**src/rtl/wide_add_seq_if.sv**
```systemverilog
// rtl/wide_add_seq_if.sv - operand/result bundle between a requester and wide_add_seq
// ovf exists only when ADDSEQ_OVF_EN is defined.
interface wide_add_seq_if #(
  parameter int N     = 19,
  parameter int WORDS = 4
);
  localparam int TW = (N + 1) * WORDS;

  logic          start;
  logic [TW-1:0] A;
  logic [TW-1:0] B;
  logic          Ci;
  logic          busy;
  logic          done;
  logic [TW-1:0] S;
  logic          Co;
`ifdef ADDSEQ_OVF_EN
  logic          ovf;

  modport master (output start, A, B, Ci, input busy, done, S, Co, ovf);
  modport slave  (input start, A, B, Ci, output busy, done, S, Co, ovf);
`else
  modport master (output start, A, B, Ci, input busy, done, S, Co);
  modport slave  (input start, A, B, Ci, output busy, done, S, Co);
`endif
endinterface

```
**src/rtl/wide_add_seq.sv**
```systemverilog
// rtl/wide_add_seq.sv - multi-word adder reusing one (N+1)-bit add-with-carry per cycle
// Define ADDSEQ_OVF_EN to add the registered signed-overflow output ovf.
module wide_add_seq #(
  parameter int N     = 19,
  parameter int WORDS = 4
) (
  input  logic          clk,
  input  logic          rst,
  wide_add_seq_if.slave bus
);
  localparam int WW = N + 1;
  localparam int TW = WW * WORDS;
  localparam int IW = (WORDS > 1) ? $clog2(WORDS) : 1;

  typedef enum logic [1:0] {
    IDLE,
    RUN,
    DONE
  } state_t;

  state_t        state_q, state_d;
  logic [TW-1:0] a_q, a_d;
  logic [TW-1:0] b_q, b_d;
  logic [TW-1:0] s_q, s_d;
  logic          carry_q, carry_d;
  logic          co_q, co_d;
  logic [IW-1:0] idx_q, idx_d;

  logic [WW-1:0] a_word;
  logic [WW-1:0] b_word;
  logic [WW-1:0] sum_word;
  logic          c_out;

  always_comb begin
    a_word = a_q[int'(idx_q)*WW +: WW];
    b_word = b_q[int'(idx_q)*WW +: WW];
    {c_out, sum_word} = {1'b0, a_word} + {1'b0, b_word} + {{WW{1'b0}}, carry_q};
  end

`ifdef ADDSEQ_OVF_EN
  logic ovf_q, ovf_d;
  logic ovf_word;

  // Same-sign operands producing a different-sign sum is equivalent to
  // carry-into-MSB XOR carry-out.
  assign ovf_word = (a_word[N] == b_word[N]) && (sum_word[N] != a_word[N]);
  assign bus.ovf  = ovf_q;
`endif

  always_comb begin
    state_d = state_q;
    a_d     = a_q;
    b_d     = b_q;
    s_d     = s_q;
    carry_d = carry_q;
    co_d    = co_q;
    idx_d   = idx_q;
`ifdef ADDSEQ_OVF_EN
    ovf_d   = ovf_q;
`endif
    case (state_q)
      IDLE: begin
        if (bus.start) begin
          a_d     = bus.A;
          b_d     = bus.B;
          carry_d = bus.Ci;
          idx_d   = '0;
          s_d     = '0;
          state_d = RUN;
        end
      end
      RUN: begin
        s_d[int'(idx_q)*WW +: WW] = sum_word;
        carry_d = c_out;
        idx_d   = idx_q + IW'(1);
        if (idx_q == IW'(WORDS - 1)) begin
          co_d    = c_out;
`ifdef ADDSEQ_OVF_EN
          ovf_d   = ovf_word;
`endif
          state_d = DONE;
        end
      end
      DONE: begin
        state_d = IDLE;
      end
      default: begin
        state_d = IDLE;
      end
    endcase
  end

  always_ff @(posedge clk) begin
    if (rst) begin
      state_q <= IDLE;
      a_q     <= '0;
      b_q     <= '0;
      s_q     <= '0;
      carry_q <= 1'b0;
      co_q    <= 1'b0;
      idx_q   <= '0;
`ifdef ADDSEQ_OVF_EN
      ovf_q   <= 1'b0;
`endif
    end else begin
      state_q <= state_d;
      a_q     <= a_d;
      b_q     <= b_d;
      s_q     <= s_d;
      carry_q <= carry_d;
      co_q    <= co_d;
      idx_q   <= idx_d;
`ifdef ADDSEQ_OVF_EN
      ovf_q   <= ovf_d;
`endif
    end
  end

  assign bus.busy = (state_q == RUN);
  assign bus.done = (state_q == DONE);
  assign bus.S    = s_q;
  assign bus.Co   = co_q;
endmodule

```
**src/flat_wrapper.sv**
```systemverilog
// flat-port wrapper written by rule: the top's interface ports become plain ports
module wide_add_seq_flat 
#(
  parameter int N     = 19,
  parameter int WORDS = 4
)
  (clk, rst, bus_start, bus_A, bus_B, bus_Ci, bus_busy, bus_done, bus_S, bus_Co);
  wide_add_seq_if #(.N(N), .WORDS(WORDS)) bus_i ();
  input  logic clk;
  input  logic rst;
  input wire logic [$bits(bus_i.start)-1:0] bus_start;
  input wire logic [$bits(bus_i.A)-1:0] bus_A;
  input wire logic [$bits(bus_i.B)-1:0] bus_B;
  input wire logic [$bits(bus_i.Ci)-1:0] bus_Ci;
  output wire logic [$bits(bus_i.busy)-1:0] bus_busy;
  output wire logic [$bits(bus_i.done)-1:0] bus_done;
  output wire logic [$bits(bus_i.S)-1:0] bus_S;
  output wire logic [$bits(bus_i.Co)-1:0] bus_Co;
  assign bus_i.start = bus_start;
  assign bus_i.A = bus_A;
  assign bus_i.B = bus_B;
  assign bus_i.Ci = bus_Ci;
  assign bus_busy = bus_i.busy;
  assign bus_done = bus_i.done;
  assign bus_S = bus_i.S;
  assign bus_Co = bus_i.Co;
  wide_add_seq #(.N(N), .WORDS(WORDS)) u_core (.clk(clk), .rst(rst), .bus(bus_i));
endmodule
```
**config.mk**
```make
export PLATFORM = sky130hd
export DESIGN_NAME = wide_add_seq_flat
export DESIGN_NICKNAME = d
export VERILOG_FILES = /design/src/rtl/wide_add_seq_if.sv /design/src/rtl/wide_add_seq.sv /design/src/flat_wrapper.sv
export SDC_FILE = /design/constraint.sdc
export NUM_CORES = 1
export LEC_CHECK = 0
export BUFFER_PORTS_ARGS = -buffer_cell sky130_fd_sc_hd__buf_4
export CORE_UTILIZATION = 56
export DETAILED_ROUTE_END_ITERATION = 8
export PLACE_DENSITY = 0.93
export SLEW_MARGIN = 0
export SYNTH_ARGS = -nofsm -noshare
export SYNTH_HDL_FRONTEND = slang
export SYNTH_SLANG_ARGS = --single-unit
```
**constraint.sdc**
```tcl
create_clock -name clk -period 5.6 [get_ports clk]
set_input_delay 1.68 -clock clk [delete_from_list [all_inputs] [get_ports clk]]
set_output_delay 1.68 -clock clk [all_outputs]
set_load 0.02 [all_outputs]
```
==> impl_metrics.prom <==
# TYPE chip_impl_metric gauge
chip_impl_info{name="clk_root_buffer_cell",value="clkbuf_16"} 1
chip_impl_metric{name="syn_nets",unit=""} 1688
chip_impl_info{name="cp-end-kind",value="flip-flop"} 1
chip_impl_metric{name="final-setup-viol-count",unit=""} 0
chip_impl_info{name="cp_common_cell",value="a211oi_1"} 1
chip_impl_info{name="critical_path.top_delay_family",value="compound AO/OA/AOI/OAI gates"} 1
chip_impl_metric{name="wire_length_of_the_first_global_routing_pass",unit="mm"} 66.85
chip_impl_metric{name="max_stage_delay",unit="ns"} 0.62
chip_impl_metric{name="synthDistinctLibCells",unit=""} 70
chip_impl_metric{name="numCtsBuffers",unit=""} 24
chip_impl_info{name="timing.critical_path.cells",value="buf_12 > mux4_2 > fa_1 > a21oi_1 > o21ai_0 > nor3_1 > o31ai_1 > a211oi_1 > mux2i_1 > a32oi_1 > a211oi_1"} 1
chip_impl_metric{name="biggest_fanout_along_the_worst_timing_path",unit=""} 56
chip_impl_metric{name="worstPathArrival",unit="ns"} 5.08
chip_impl_info{name="hold_path.startpoint",value="u_core.bus.S[4]$_SDFFE_PP0P_"} 1
chip_impl_metric{name="routedWlPerCell",unit="um"} 22.00
chip_impl_metric{name="yosysSeqAreaShare",unit=""} 0.4038
chip_impl_metric{name="yosysWarnings",unit=""} 0
chip_impl_metric{name="min_period_over_period",unit=""} 0.8423
chip_impl_metric{name="final_util",unit=""} 0.7051
chip_impl_metric{name="setup.reg_to_reg.worst_slack",unit="ns"} 0.88
chip_impl_metric{name="synth_edf_count",unit=""} 0
chip_impl_metric{name="die_height",unit="um"} 149.6
chip_impl_metric{name="layout-drive-gt1-share",unit=""} 0.2205
chip_impl_metric{name="area.growth.synth_to_final",unit="%"} 22.68
chip_impl_metric{name="drtIter0Drc",unit=""} 1711
chip_impl_metric{name="ir_worst_vdd",unit="V"} 0.0002337
chip_impl_metric{name="grt_start_max_net_pins",unit=""} 173
chip_impl_metric{name="max_freq",unit="GHz"} 0.2120
chip_impl_info{name="rr_startpoint",value="u_core.idx_q[0]$_SDFFE_PP0P_"} 1
chip_impl_metric{name="placement.io_buffers",unit=""} 246
chip_impl_metric{name="start_util",unit=""} 0.5748
chip_impl_info{name="rsz0062_at_grt",value="no"} 1
chip_impl_metric{name="post_cts_clock_slew_at_the_launch_and_capture_registers_of_the_worst_setup_and_hold_paths",unit="ns"} 0.07
chip_impl_metric{name="report.final.hold_viol_count",unit=""} 0
chip_impl_metric{name="numPlacedInstances",unit=""} 1928
chip_impl_metric{name="cts.path.max_buffers",unit=""} 3
chip_impl_metric{name="period_needed",unit="ns"} 4.717
chip_impl_metric{name="num_clock_sinks",unit=""} 246
chip_impl_info{name="top_count_cell_post_synth",value="nand2_1"} 1
chip_impl_metric{name="drtPass1Iterations",unit=""} 6
chip_impl_metric{name="slew_headroom",unit=""} 0.2286
chip_impl_metric{name="die_area",unit="um^2"} 22370
chip_impl_info{name="critical_path.reg2reg.endpoint",value="u_core.bus.S[16]$_SDFFE_PP0P_"} 1
chip_impl_info{name="postSynth.topFlopCell",value="dfxtp_1"} 1
chip_impl_metric{name="worst_pin_slew",unit="ns"} 1.148
chip_impl_metric{name="worstHoldPathCells",unit=""} 2
chip_impl_metric{name="post_dp_hpwl",unit="mm"} 30.31
chip_impl_metric{name="postSynthRegisterBits",unit=""} 246
chip_impl_metric{name="areal_power_density_over_the_cells",unit="nW/um^2"} 298.1
chip_impl_info{name="yosys-top-cells-count",value="nand2_1 (416), dfxtp_1 (246), a21oi_1 (219), clkbuf_1 (93), nor2_1 (63)"} 1
chip_impl_metric{name="gr-total-overflow",unit=""} 0
chip_impl_metric{name="clk_latency",unit="ns"} 0.53
chip_impl_metric{name="count_of_vias_placed_by_the_detailed_router",unit=""} 12850
chip_impl_metric{name="non_filler_instances",unit=""} 1971
chip_impl_metric{name="timing.max_cap.violations",unit=""} 0
chip_impl_metric{name="htreeDepth",unit=""} 1
chip_impl_metric{name="postSynth.asyncResetShare",unit=""} 0
chip_impl_info{name="cell_with_the_largest_stage_delay_on_the_worst_path",value="dfxtp_4"} 1
chip_impl_metric{name="cp_num_buf_inv",unit=""} 1
chip_impl_metric{name="fin_tns_setup",unit="ns"} 0
chip_impl_metric{name="grt_antenna_before_repair",unit=""} 0
chip_impl_metric{name="post_cts_resized",unit=""} 0
chip_impl_info{name="status",value="finished clean"} 1
chip_impl_metric{name="drtAntennaViolNets",unit=""} 0
chip_impl_info{name="worstSetupPathType",value="flip-flop to flip-flop"} 1
chip_impl_metric{name="fin_area",unit="um^2"} 14960
chip_impl_metric{name="netlist_instances",unit=""} 1496
chip_impl_metric{name="number_of_ports_placed_on_the_die_boundary",unit=""} 247
chip_impl_info{name="critical_path_start_type",value="flip-flop"} 1
chip_impl_metric{name="track_usage",unit=""} 0.3874
chip_impl_metric{name="post_synth_instance_area",unit="um^2"} 12200
chip_impl_metric{name="vias_per_cell",unit=""} 6.520
chip_impl_info{name="worst_hold_path.endpoint",value="u_core.bus.S[4]$_SDFFE_PP0P_"} 1
chip_impl_metric{name="grt_pass1_vias",unit=""} 12080
chip_impl_metric{name="p_leak",unit="nW"} 5.943
chip_impl_metric{name="std_cell_rows",unit=""} 53
chip_impl_metric{name="gp_routability_congestion",unit=""} 1.066
chip_impl_info{name="hold_class",value="flip-flop to flip-flop"} 1
chip_impl_metric{name="timing_max_transition_violations_final",unit=""} 0
chip_impl_metric{name="diodes",unit=""} 0
chip_impl_metric{name="skew",unit="ns"} 0.01186
chip_impl_metric{name="die_w",unit="um"} 149.6
chip_impl_metric{name="placeableCoreArea",unit="um^2"} 21220
chip_impl_info{name="synth_area_leader_cell",value="dfxtp_1"} 1
chip_impl_metric{name="ctsHoldBuffers",unit=""} 0
chip_impl_metric{name="finish.net_count",unit=""} 1871
chip_impl_metric{name="reg2regPathDepth",unit=""} 11
chip_impl_info{name="cts_tree",value="built"} 1
chip_impl_metric{name="yosysTopAreaCellShare",unit=""} 0.4038
chip_impl_metric{name="crit_required",unit="ns"} 5.97
chip_impl_metric{name="postSynthAreaPerCell",unit="um^2"} 8.153
chip_impl_metric{name="cts_setup_buffers",unit=""} 0
chip_impl_info{name="synth.top_cells.by_area",value="dfxtp_1 (40%), nand2_1 (13%), a21oi_1 (9.0%)"} 1
chip_impl_metric{name="postPlaceCellArea",unit="um^2"} 14170
chip_impl_metric{name="routed_wirelength",unit="mm"} 43.37
chip_impl_metric{name="route.detailed.drc",unit=""} 0
[placed cells by master (no fill, tap or decap), types with 20 or more instances in the layout]
master and instances:
buf_4 264, nand2_1 415, a22oi_1 20, nor2_1 63, ha_1 25, nor3_1 31, mux4_2 41, nand3_1 25
clkbuf_16 25, dfxtp_1 244, o21ai_0 37, a21oi_1 219
[logic make-up (layout without fill, tap and decap cells)]
group / count (synthesis) / after routing / synth area share
buffers and inverters: 122 / 322 / 0.03847
AND/OR/NAND/NOR: 595 / 595 / 0.2027
flip-flops: 246 / 246 / 0.4038
multiplexers: 55 / 55 / 0.08761
adder cells (fa/ha/maj): 28 / 28 / 0.02995
AO/OA/AOI/OAI: 436 / 436 / 0.2274
XOR/XNOR: 14 / 14 / 0.01005
[worst max-delay path by stage]
stage                                 start  slack, ns                            end  cells after the start
2_1_floorplan  u_core.idx_q[0]$_SDFFE_PP0P_       0.76  u_core.bus.S[44]$_SDFFE_PP0P_                     16
6_report       u_core.idx_q[0]$_SDFFE_PP0P_       0.88  u_core.bus.S[16]$_SDFFE_PP0P_                     11
3_5_place_dp   u_core.idx_q[0]$_SDFFE_PP0P_       1.00   u_core.bus.S[0]$_SDFFE_PP0P_                     11
3_3_place_gp   u_core.idx_q[0]$_SDFFE_PP0P_       1.15  u_core.bus.S[40]$_SDFFE_PP0P_                     11
5_1_grt        u_core.idx_q[0]$_SDFFE_PP0P_       0.48   u_core.bus.S[0]$_SDFFE_PP0P_                     11
4_1_cts        u_core.idx_q[0]$_SDFFE_PP0P_       0.99   u_core.bus.S[0]$_SDFFE_PP0P_                     11
[registers in the layout (all words and copies together) (netlist names)]
| name | flops |
|---|---|
| u_core.a_q | 80 |
| u_core.b_q | 80 |
| u_core.bus.S | 80 |
| u_core.idx_q | 2 |
| u_core.state_q | 2 |
| u_core.bus.Co | 1 |
| u_core.carry_q | 1 |
[power breakdown]
part	internal [mW]	switching (mW)
Sequential	1.83	0.0556
Combinational	0.330	0.600
Clock	0.939	0.706
[through the flow]
stage	total power, mW	hold slack (ns)	setup slack (ns)
finish	4.460	0.4523	0.8833
global route	4.595	0.4677	0.4795
CTS	4.421	0.4537	0.9891
detailed placement	2.804	0.4442	1.003
global placement	2.786	0.4340	1.149
floorplan	2.462	0.4331	0.7639
[tightest hold or removal path, stage by stage (launching register included)]
cell and delay [ns]:
dfxtp_1 0.31, nand2_1 0.05, o21ai_1 0.05
[routing by layer]
layer,GRT usage,share of wire,vias to the layer above
li1,-,-,5721
met1,0.5113,0.38,5946
met2,0.6074,0.45,996
met3,0.07317,0.12,187
met4,0.1913,0.055,0
met5,0,0,-
[layout make-up]
| type | count | area [um^2] |
|---|---|---|
| multi-input cells | 1128 | 6815 |
| fillers | 1628 | 6257 |
| flip-flops and latches | 246 | 4930 |
| repair buffers | 267 | 2033 |
| clock buffers | 31 | 668.1 |
| well taps | 275 | 344.1 |
| clock inverters | 12 | 127.6 |
| inverters | 12 | 45.04 |
No activity file was read; power rests on OpenSTA's default activity.
